[config.mk]
export PLATFORM = sky130hd
export DESIGN_NAME = line_window_gen
export DESIGN_NICKNAME = d
export VERILOG_FILES = /design/src/rtl/line_window_gen.sv
export SDC_FILE = /design/constraint.sdc
export NUM_CORES = 1
export LEC_CHECK = 0
export BUFFER_PORTS_ARGS = -buffer_cell sky130_fd_sc_hd__buf_4
export CORE_ASPECT_RATIO = 0.8
export CORE_MARGIN = 10
export CORE_UTILIZATION = 52
export CTS_CLUSTER_SIZE = 12
export DETAILED_ROUTE_END_ITERATION = 7
export HOLD_SLACK_MARGIN = 0.02
export PLACE_DENSITY_LB_ADDON = 0.25
export SETUP_SLACK_MARGIN = 0.1
export SYNTH_ARGS = -nofsm -noshare
export SYNTH_HDL_FRONTEND = slang
export SYNTH_SLANG_ARGS = --single-unit
[constraint.sdc]
create_clock -name clk -period 2.17 [get_ports clk]
set_input_delay 0.217 -clock clk [delete_from_list [all_inputs] [get_ports clk]]
set_output_delay 0.217 -clock clk [all_outputs]
set_load 0.02 [all_outputs]
[src/rtl/line_window_gen.sv]
`default_nettype none
// +-----------------------------------------------------------------------+
// | Module   : line_window_gen                                            |
// | Purpose  : sliding KxK window over a column stream, stride/row-wrap   |
// | Revision : 1.0  initial release                                       |
// +-----------------------------------------------------------------------+
module line_window_gen #(
  parameter int KER_SIZE = 3,
  parameter int BITWIDTH = 8,
  parameter int STRIDE   = 1,
  parameter int IMG_W    = 28,
  parameter int AW       = 8
) (
  input  logic                                  clk,
  input  logic                                  rstn,
  input  logic                                  flush,
  input  logic                                  in_valid,
  output logic                                  in_ready,
  input  logic [BITWIDTH*KER_SIZE-1:0]          in_col,
  output logic                                  out_valid,
  input  logic                                  out_ready,
  output logic [BITWIDTH*KER_SIZE*KER_SIZE-1:0] out_window,
  output logic [AW-1:0]                         out_x,
  output logic                                  out_last
);

  localparam int c_COL_W = BITWIDTH * KER_SIZE;
  localparam int c_PTR_W = $clog2(KER_SIZE);

  logic [c_COL_W-1:0]          r_col [KER_SIZE];
  logic [c_PTR_W-1:0]          r_wr_ptr;
  logic [AW-1:0]               r_col_cnt;
  logic [AW-1:0]               r_stride_cnt;
  logic [AW-1:0]               r_x_cnt;
  logic                        r_out_valid;
  logic [c_COL_W*KER_SIZE-1:0] r_out_window;
  logic [AW-1:0]               r_out_x;
  logic                        r_out_last;

  logic                        w_accept;
  logic                        w_filled;
  logic                        w_emit;
  logic                        w_wrap;
  logic                        w_last;
  logic [c_COL_W*KER_SIZE-1:0] w_window;

  assign in_ready = (!r_out_valid || out_ready) && !flush;
  assign w_accept = in_valid && in_ready;
  assign w_filled = r_col_cnt >= AW'(KER_SIZE - 1);
  assign w_emit   = w_accept && w_filled && (r_stride_cnt == '0);
  assign w_wrap   = r_col_cnt == AW'(IMG_W - 1);
  assign w_last   = ({1'b0, r_col_cnt} + (AW+1)'(STRIDE)) > (AW+1)'(IMG_W - 1);

  // Slot j (0 = oldest) reads column[wr_ptr+1+j mod K]; the newest slot is the live input.
  for (genvar j = 0; j < KER_SIZE - 1; j++) begin : g_win
    logic [c_PTR_W:0] w_idx_sum;
    logic [c_PTR_W:0] w_idx;
    assign w_idx_sum = {1'b0, r_wr_ptr} + (c_PTR_W+1)'(j + 1);
    assign w_idx     = (w_idx_sum >= (c_PTR_W+1)'(KER_SIZE)) ?
                       w_idx_sum - (c_PTR_W+1)'(KER_SIZE) : w_idx_sum;
    assign w_window[j*c_COL_W +: c_COL_W] = r_col[w_idx[c_PTR_W-1:0]];
  end
  assign w_window[(KER_SIZE-1)*c_COL_W +: c_COL_W] = in_col;

  always_ff @(posedge clk or negedge rstn) begin
    if (!rstn) begin
      for (int i = 0; i < KER_SIZE; i++) r_col[i] <= '0;
      r_wr_ptr     <= '0;
      r_col_cnt    <= '0;
      r_stride_cnt <= '0;
      r_x_cnt      <= '0;
      r_out_valid  <= 1'b0;
      r_out_window <= '0;
      r_out_x      <= '0;
      r_out_last   <= 1'b0;
    end else if (flush) begin
      r_wr_ptr     <= '0;
      r_col_cnt    <= '0;
      r_stride_cnt <= '0;
      r_x_cnt      <= '0;
      r_out_valid  <= 1'b0;
    end else begin
      if (w_accept) begin
        r_col[r_wr_ptr] <= in_col;
        r_wr_ptr <= (r_wr_ptr == c_PTR_W'(KER_SIZE - 1)) ? '0 : r_wr_ptr + 1'b1;
        if (w_wrap) begin
          r_col_cnt    <= '0;
          r_stride_cnt <= '0;
          r_x_cnt      <= '0;
        end else begin
          r_col_cnt <= r_col_cnt + 1'b1;
          if (w_filled)
            r_stride_cnt <= (r_stride_cnt == AW'(STRIDE - 1)) ? '0 : r_stride_cnt + 1'b1;
          if (w_emit)
            r_x_cnt <= r_x_cnt + 1'b1;
        end
      end
      if (w_emit) begin
        r_out_valid  <= 1'b1;
        r_out_window <= w_window;
        r_out_x      <= r_x_cnt;
        r_out_last   <= w_last;
      end else if (out_ready) begin
        r_out_valid  <= 1'b0;
      end
    end
  end

  assign out_valid  = r_out_valid;
  assign out_window = r_out_window;
  assign out_x      = r_out_x;
  assign out_last   = r_out_last;

endmodule
`default_nettype wire

==> out/metrics.yaml, run 1 <==
seq_area_frac_synth_pct: 55.3
cp-start-kind: "flop"
timing.final.crit_share_pct: 101
p_leak_nw: 5.02
grt_max_degree: 62
min_period_ns: 2.20
synth_cells: 788
dp_hpwl_um: 14400
cts_sinks: 180
synth_cell_type_count: 36
final_cell_mix: "dfrtp_1, buf_4, nand2_1"
critPathArrivalTime_ns: 2.55
violations: "setup timing"
slew_headroom_pct: 58.8
rsz0062_at_grt: "true"
wl_per_cell_um: 20.5
synthArstFlopShare_pct: 100
powerDensity_nw_per_um2: 1170
critPathKind: "flop to flop"
h-tree-depth: 4
drt_iter0_markers: 522
layout_commonest_cell: "dfrtp_1"
grt_antenna_before_repair: 0
crit_path_start: "r_stride_cnt[0]"
end_kind: "flop"
final_util_pct: 70.9
boundaryPins: 112
num_vias: 6831
synth_edf_count: 0
clk_pin_slew_ns: 0.06
syn_area_per_cell_um2: 10.3
cap_violations: 0
drc_errors: 0
whs_ns: 0.0192
cts_buffer_depth: 2
synth-seq-cells: 180
diodes: 0
fin_nets: 980
status: "finished, violations left"
syn-num-nets: 825
grt-ovfl-total: 0
tightest_slew_ns: 0.617
place_ws_ns: -0.00283
io_buffers: 111
die_x_um: 160
viasPerCell: 5.87
start_util_pct: 53.7
first_pass_iters: 5
total_power_mw: 12.6
rows: 40
final-hold-violation-count: 0
critPathMaxFanout: 11
design_area_um2: 10700
fillers: 1054
ys_warn_count: 0
dpl_cell_area_um2: 9420
setup-violations-final: 36
ir_drop_mv: 1.07
clk_latency_ns: 0.44
die-area_um2: 21100
skew_ns: 0.0111
gp_congestion: 0.867
grt_pass1_wl_um: 35300
rr_startpoint: "r_stride_cnt[0]"
worstPathRequired_ns: 2.52
hp-class: "primary input to flop"
setup_slack_ns: -0.0299
die_h_um: 132
drive_gt1_share_pct: 35.2
groute.usage.overall_pct: 20.4
drt-total-wl_um: 23900
syn_area_um2: 8140
setup_tns_ns: -0.544
dpl.cell_count: 1100
holdCritStartpoint: "in_col[9]"
area_growth_syn_to_layout_pct: 32.1
slew_violations: 0
ys.flop_type: "dfrtp_1"
grt_pass1_vias: 6798
instances_no_fill: 1164
cts_buffers: 17
ant_nets: 0
clockRootBuffer: "clkbuf_16"
cts_tree: "done"
fmax_mhz: 455
fp.coreArea_um2: 15200
==> kinds of logic after synthesis <==
group	count (synthesis)	share of synthesized area (%)
fa+ha+maj	8	1.23
xor+xnor	2	0.215
mux	121	16.0
compound gates	159	10.6
buf+inv	54	2.87
flops	180	55.3
simple gates	264	13.7
==> final timing paths <==
path	end	slack, ns	cells past startpoint
max	out_window[28]	-0.03	9
min	out_window[57]	0.02	3
max reg2reg	out_window[28]	-0.03	9
min reg2reg	out_window[55]	0.47	2
max in group asynchronous	r_col_cnt[0]	1.09	3
min in group asynchronous	out_x[5]	0.33	2
==> sequential cells by signal, summed over array words and instances (netlist names) <==
name	flops
r_col	72
out_last	1
r_x_cnt	8
out_valid	1
r_col_cnt	8
r_wr_ptr	2
r_stride_cnt	8
out_window	72
out_x	8
==> where the power goes <==
group          internal, mW  switching, mW
clock network          1.71           1.23
logic                  1.96           2.44
registers              4.43          0.786
total                  8.10           4.45
==> synth_stat cells, drive strengths merged, types with 6 or more instances <==
cell / number / share of area, %
nor2: 102 / 4.7
nand3: 10 / 0.61
inv: 7 / 0.32
o31ai: 11 / 1.0
nand2b: 10 / 0.77
a21oi: 99 / 6.1
buf: 25 / 1.5
dfrtp: 180 / 55
mux2: 73 / 10
o21ai: 34 / 2.1
ha: 8 / 1.2
clkbuf: 22 / 1.0
a31oi: 6 / 0.46
and3: 7 / 0.54
mux2i: 48 / 5.9
nand2: 115 / 5.3
==> critical path, cell delays in order, from the launching register on <==
cell and delay [ns]:
dfrtp_1 0.39, inv_2 0.07, ha_4 0.12, or4b_4 0.46
nor4_4 0.28, and3_4 0.28, buf_4 0.16, buf_12 0.14
nor2_1 0.05, a21oi_1 0.14
==> routing by layer <==
metal  track usage, %  routed length, um  vias to the layer above  share of wire, %
met2             33.2              11800                      295                49
met4             7.43                483                        0               2.0
met3             5.34               1670                       42               7.0
li1                 -                  -                     3032                 -
met5                0                  0                        -                 0
met1             25.6               9990                     3462                42
==> what timing repair did <==
item / in CTS / in global routing
gates cloned: 3 / 9
gates resized for setup: 4 / 95
setup endpoints to repair: 49 / 97
hold buffers: 9 / 1
pin swaps: 1 / 27
hold endpoints to repair: 66 / 1
setup buffers: 3 / 9
==> layout make-up <==
type / count / area [um2] / share of cell area, %
flip-flops and latches: 180 / 4510 / 41.9
multi-input cells: 554 / 3700 / 34.4
repair buffers: 183 / 1710 / 15.9
clock buffers: 25 / 465 / 4.33
well taps: 210 / 263 / 2.44
clock inverters: 5 / 77.6 / 0.722
inverters: 7 / 26.3 / 0.244
Power figures use the tool's default switching activity.
==> run 2: changes to the inputs <==
- CTS_CLUSTER_DIAMETER: not set -> 50
- SETUP_SLACK_MARGIN: 0.1 -> not set
==> run 2 against run 1 <==
Net effect:
- the run still ends with setup timing left
- clock skew decreased by 0.0039 ns
- global-route usage decreased by 1.1 points
- routed wire length decreased by 8.6%
- critical path depth unchanged
- total power decreased by 3.7%
- combinational power decreased by 5.0%
- critical endpoint is now out_window[6]
- largest power group unchanged
- highest routed layer unchanged
==> out/metrics.yaml, run 2 (synthesized netlist as in run 1, its figures left out) <==
fmax_mhz: 457  # +0.51%
seqCellArea_um2: 4510  # unchanged
met3_length_um: 1240  # -26%
end_kind: "flop"
die_h_um: 132  # unchanged
wl_met1_um: 9500  # -4.9%
clk_latency_ns: 0.43  # about the same
drt_iter0_markers: 486  # -6.9%
top_layer: "met4"
crit_chain: "inv_1 > ha_1 > or4b_4 > nor4_4 > and3_4 > buf_12 > buf_12 > clkbuf_16 > a21oi_1"
crit_path_start: "r_stride_cnt[1]"
reg2reg_depth: 9  # unchanged
final_cell_mix: "dfrtp_1, buf_4, nand2_1"
fp.coreArea_um2: 15200  # unchanged
timing.final.crit_share_pct: 101  # -0.51 points
setup_slack_ns: -0.0189  # +0.0111 ns
fin_nets: 973  # -0.71%
die_x_um: 160  # unchanged
drt-total-wl_um: 21800  # -8.6%
endpoint: "out_window[6]"
groute.usage.overall_pct: 19.3  # -1.1 points
clockRootBuffer: "clkbuf_16"
cts_buffer_depth: 2  # unchanged
io_buffers: 111  # unchanged
slew_violations: 0  # unchanged
critPathKind: "flop to flop"
rr_startpoint: "r_stride_cnt[1]"
hp-class: "primary input to flop"
rsz0062_at_grt: "true"
wl_met2_um: 10700  # -9.2%
cp-start-kind: "flop"
viasPerCell: 5.69  # -3.1%
max_stage_delay_ns: 0.46  # about the same
area_growth_syn_to_layout_pct: 27.3
setup-violations-final: 23  # -36%
first_pass_iters: 5  # unchanged
slew_headroom_pct: 68.5  # +9.7 points
wl_per_cell_um: 18.9  # -8.1%
crit_path_top_delay_cell: "or4b_4"
drive_gt1_share_pct: 29.7  # -5.5 points
rows: 40  # unchanged
die-area_um2: 21100  # unchanged
critPathMaxFanout: 5  # -6
place_ws_ns: -0.00727  # -0.00444 ns
setup_tns_ns: -0.174  # +0.370 ns
grt_pass1_wl_um: 33500  # -4.9%
critPathArrivalTime_ns: 2.49  # -0.06 ns
worst_path_most_repeated_cell: "buf_12"
status: "finished, violations left"
powerDensity_nw_per_um2: 1170  # about the same
cts_sinks: 180  # unchanged
grt_max_degree: 51  # -18%
num_vias: 6582  # -3.6%
ant_nets: 0  # unchanged
drc_errors: 0  # unchanged
ir_drop_mv: 0.712  # -34%
p_leak_nw: 4.85  # -3.3%
violations: "setup timing"
dp_hpwl_um: 14000  # -2.8%
h-tree-depth: 4  # unchanged
multi_input_comb_area_um2: 3490  # -5.7%
min_period_ns: 2.19  # -0.0111 ns
r2r_end: "out_window[6]"
grt-ovfl-total: 0  # unchanged
skew_ns: 0.00716  # -0.00393 ns
grt_pass1_vias: 6553  # -3.6%
fillers: 1184  # +12%
gp_congestion: 0.858  # -1.0%
r2r_slack_ns: -0.02  # about the same
cts_buffers: 17  # unchanged
clk_pin_slew_ns: 0.06  # about the same
boundaryPins: 112  # unchanged
cap_violations: 0  # unchanged
cts_tree: "done"
final-hold-violation-count: 0  # unchanged
tightest_slew_ns: 0.472  # -0.145 ns
worstPathRequired_ns: 2.47  # -0.05 ns
grt_antenna_before_repair: 1  # +1
start_util_pct: 53.7  # unchanged
layout_commonest_cell: "dfrtp_1"
[run 2: cell types whose count changed in the layout (fill, tap and decap cells not counted), moves of 3 or more]
cell           previous run  this run
a21oi_1                  79        96
a21oi_2                  20         3
nand2_1                  99       115
nand2_2                  10         0
o21ai_0                  17        27
o21ai_1                  13         6
buf_4                   148       142
nand2_4                   6         0
buf_16                    3         0
clkbuf_16                24        21
dlygate4sd3_1            10        13
nor2_1                   98       101
nor2_2                    4         1
o21ai_2                   4         1
[run 2: worst min path at each step]
stage / cells past startpoint / endpoint / start / slack [ns]
finish: 3 / out_window[66] / in_col[18] / 0.04
global route: 3 / out_window[51] / in_col[3] / 0.03
CTS: 3 / out_window[51] / in_col[3] / 0.02
detailed placement: 1 / out_x[6] / rstn / 0.19
global placement: 1 / out_x[5] / rstn / 0.19
floorplan: 0 / out_last / rstn / -0.08
[run 2: cell type report]
| type | instances | share of cell area, % |
|---|---|---|
| flip-flops and latches | 180 | 43.5 |
| multi-input cells | 554 | 33.6 |
| repair buffers | 176 | 15.2 |
| clock buffers | 24 | 4.55 |
| well taps | 210 | 2.54 |
| clock inverters | 5 | 0.290 |
| inverters | 7 | 0.254 |
| diodes | 1 | 0.0241 |
[run 2: per-stage QoR]
step	power, mW	instances	utilization [%]	area [um2]	hold slack [ns]
global placement	9.14	1099	62.2	9430	0.189
detailed placement	9.34	1099	62.2	9430	0.191
finish	12.1	1157	68.3	10400	0.0358
floorplan	7.44	788	-	8140	-0.0786
global route	12.8	1157	68.3	10400	0.0301
CTS	12.1	1140	66.3	10100	0.0218
[run 2: worst max-delay path, delay by kind of cell, from the launching register on]
| family | cells | cell delay, ns |
|---|---|---|
| and+or+nand+nor | 3 | 1.05 |
| buffers and inverters | 4 | 0.46 |
| AOI/OAI and AO/OA | 1 | 0.06 |
| DFF | 1 | 0.38 |
| adders and majority gates | 1 | 0.12 |
[run 2: per-layer routing]
metal / vias up / global-route usage [%]
li1: 3008 / -
met1: 3327 / 24.5
met2: 204 / 31.2
met3: 43 / 4.84
met4: 0 / 7.33
met5: - / 0
[run 2: power by group]
part	internal, mW	switching (mW)
clock	1.50	1.22
combinational	1.89	2.29
sequential	4.43	0.762
[run 2: what timing repair did]
action,in CTS,in global routing
gates cloned,0,6
pin swaps,0,3
buffers inserted,0,9
endpoints found under the hold margin,56,1
endpoints found under the setup margin,2,90
hold buffers,12,1
gates resized for setup,1,26
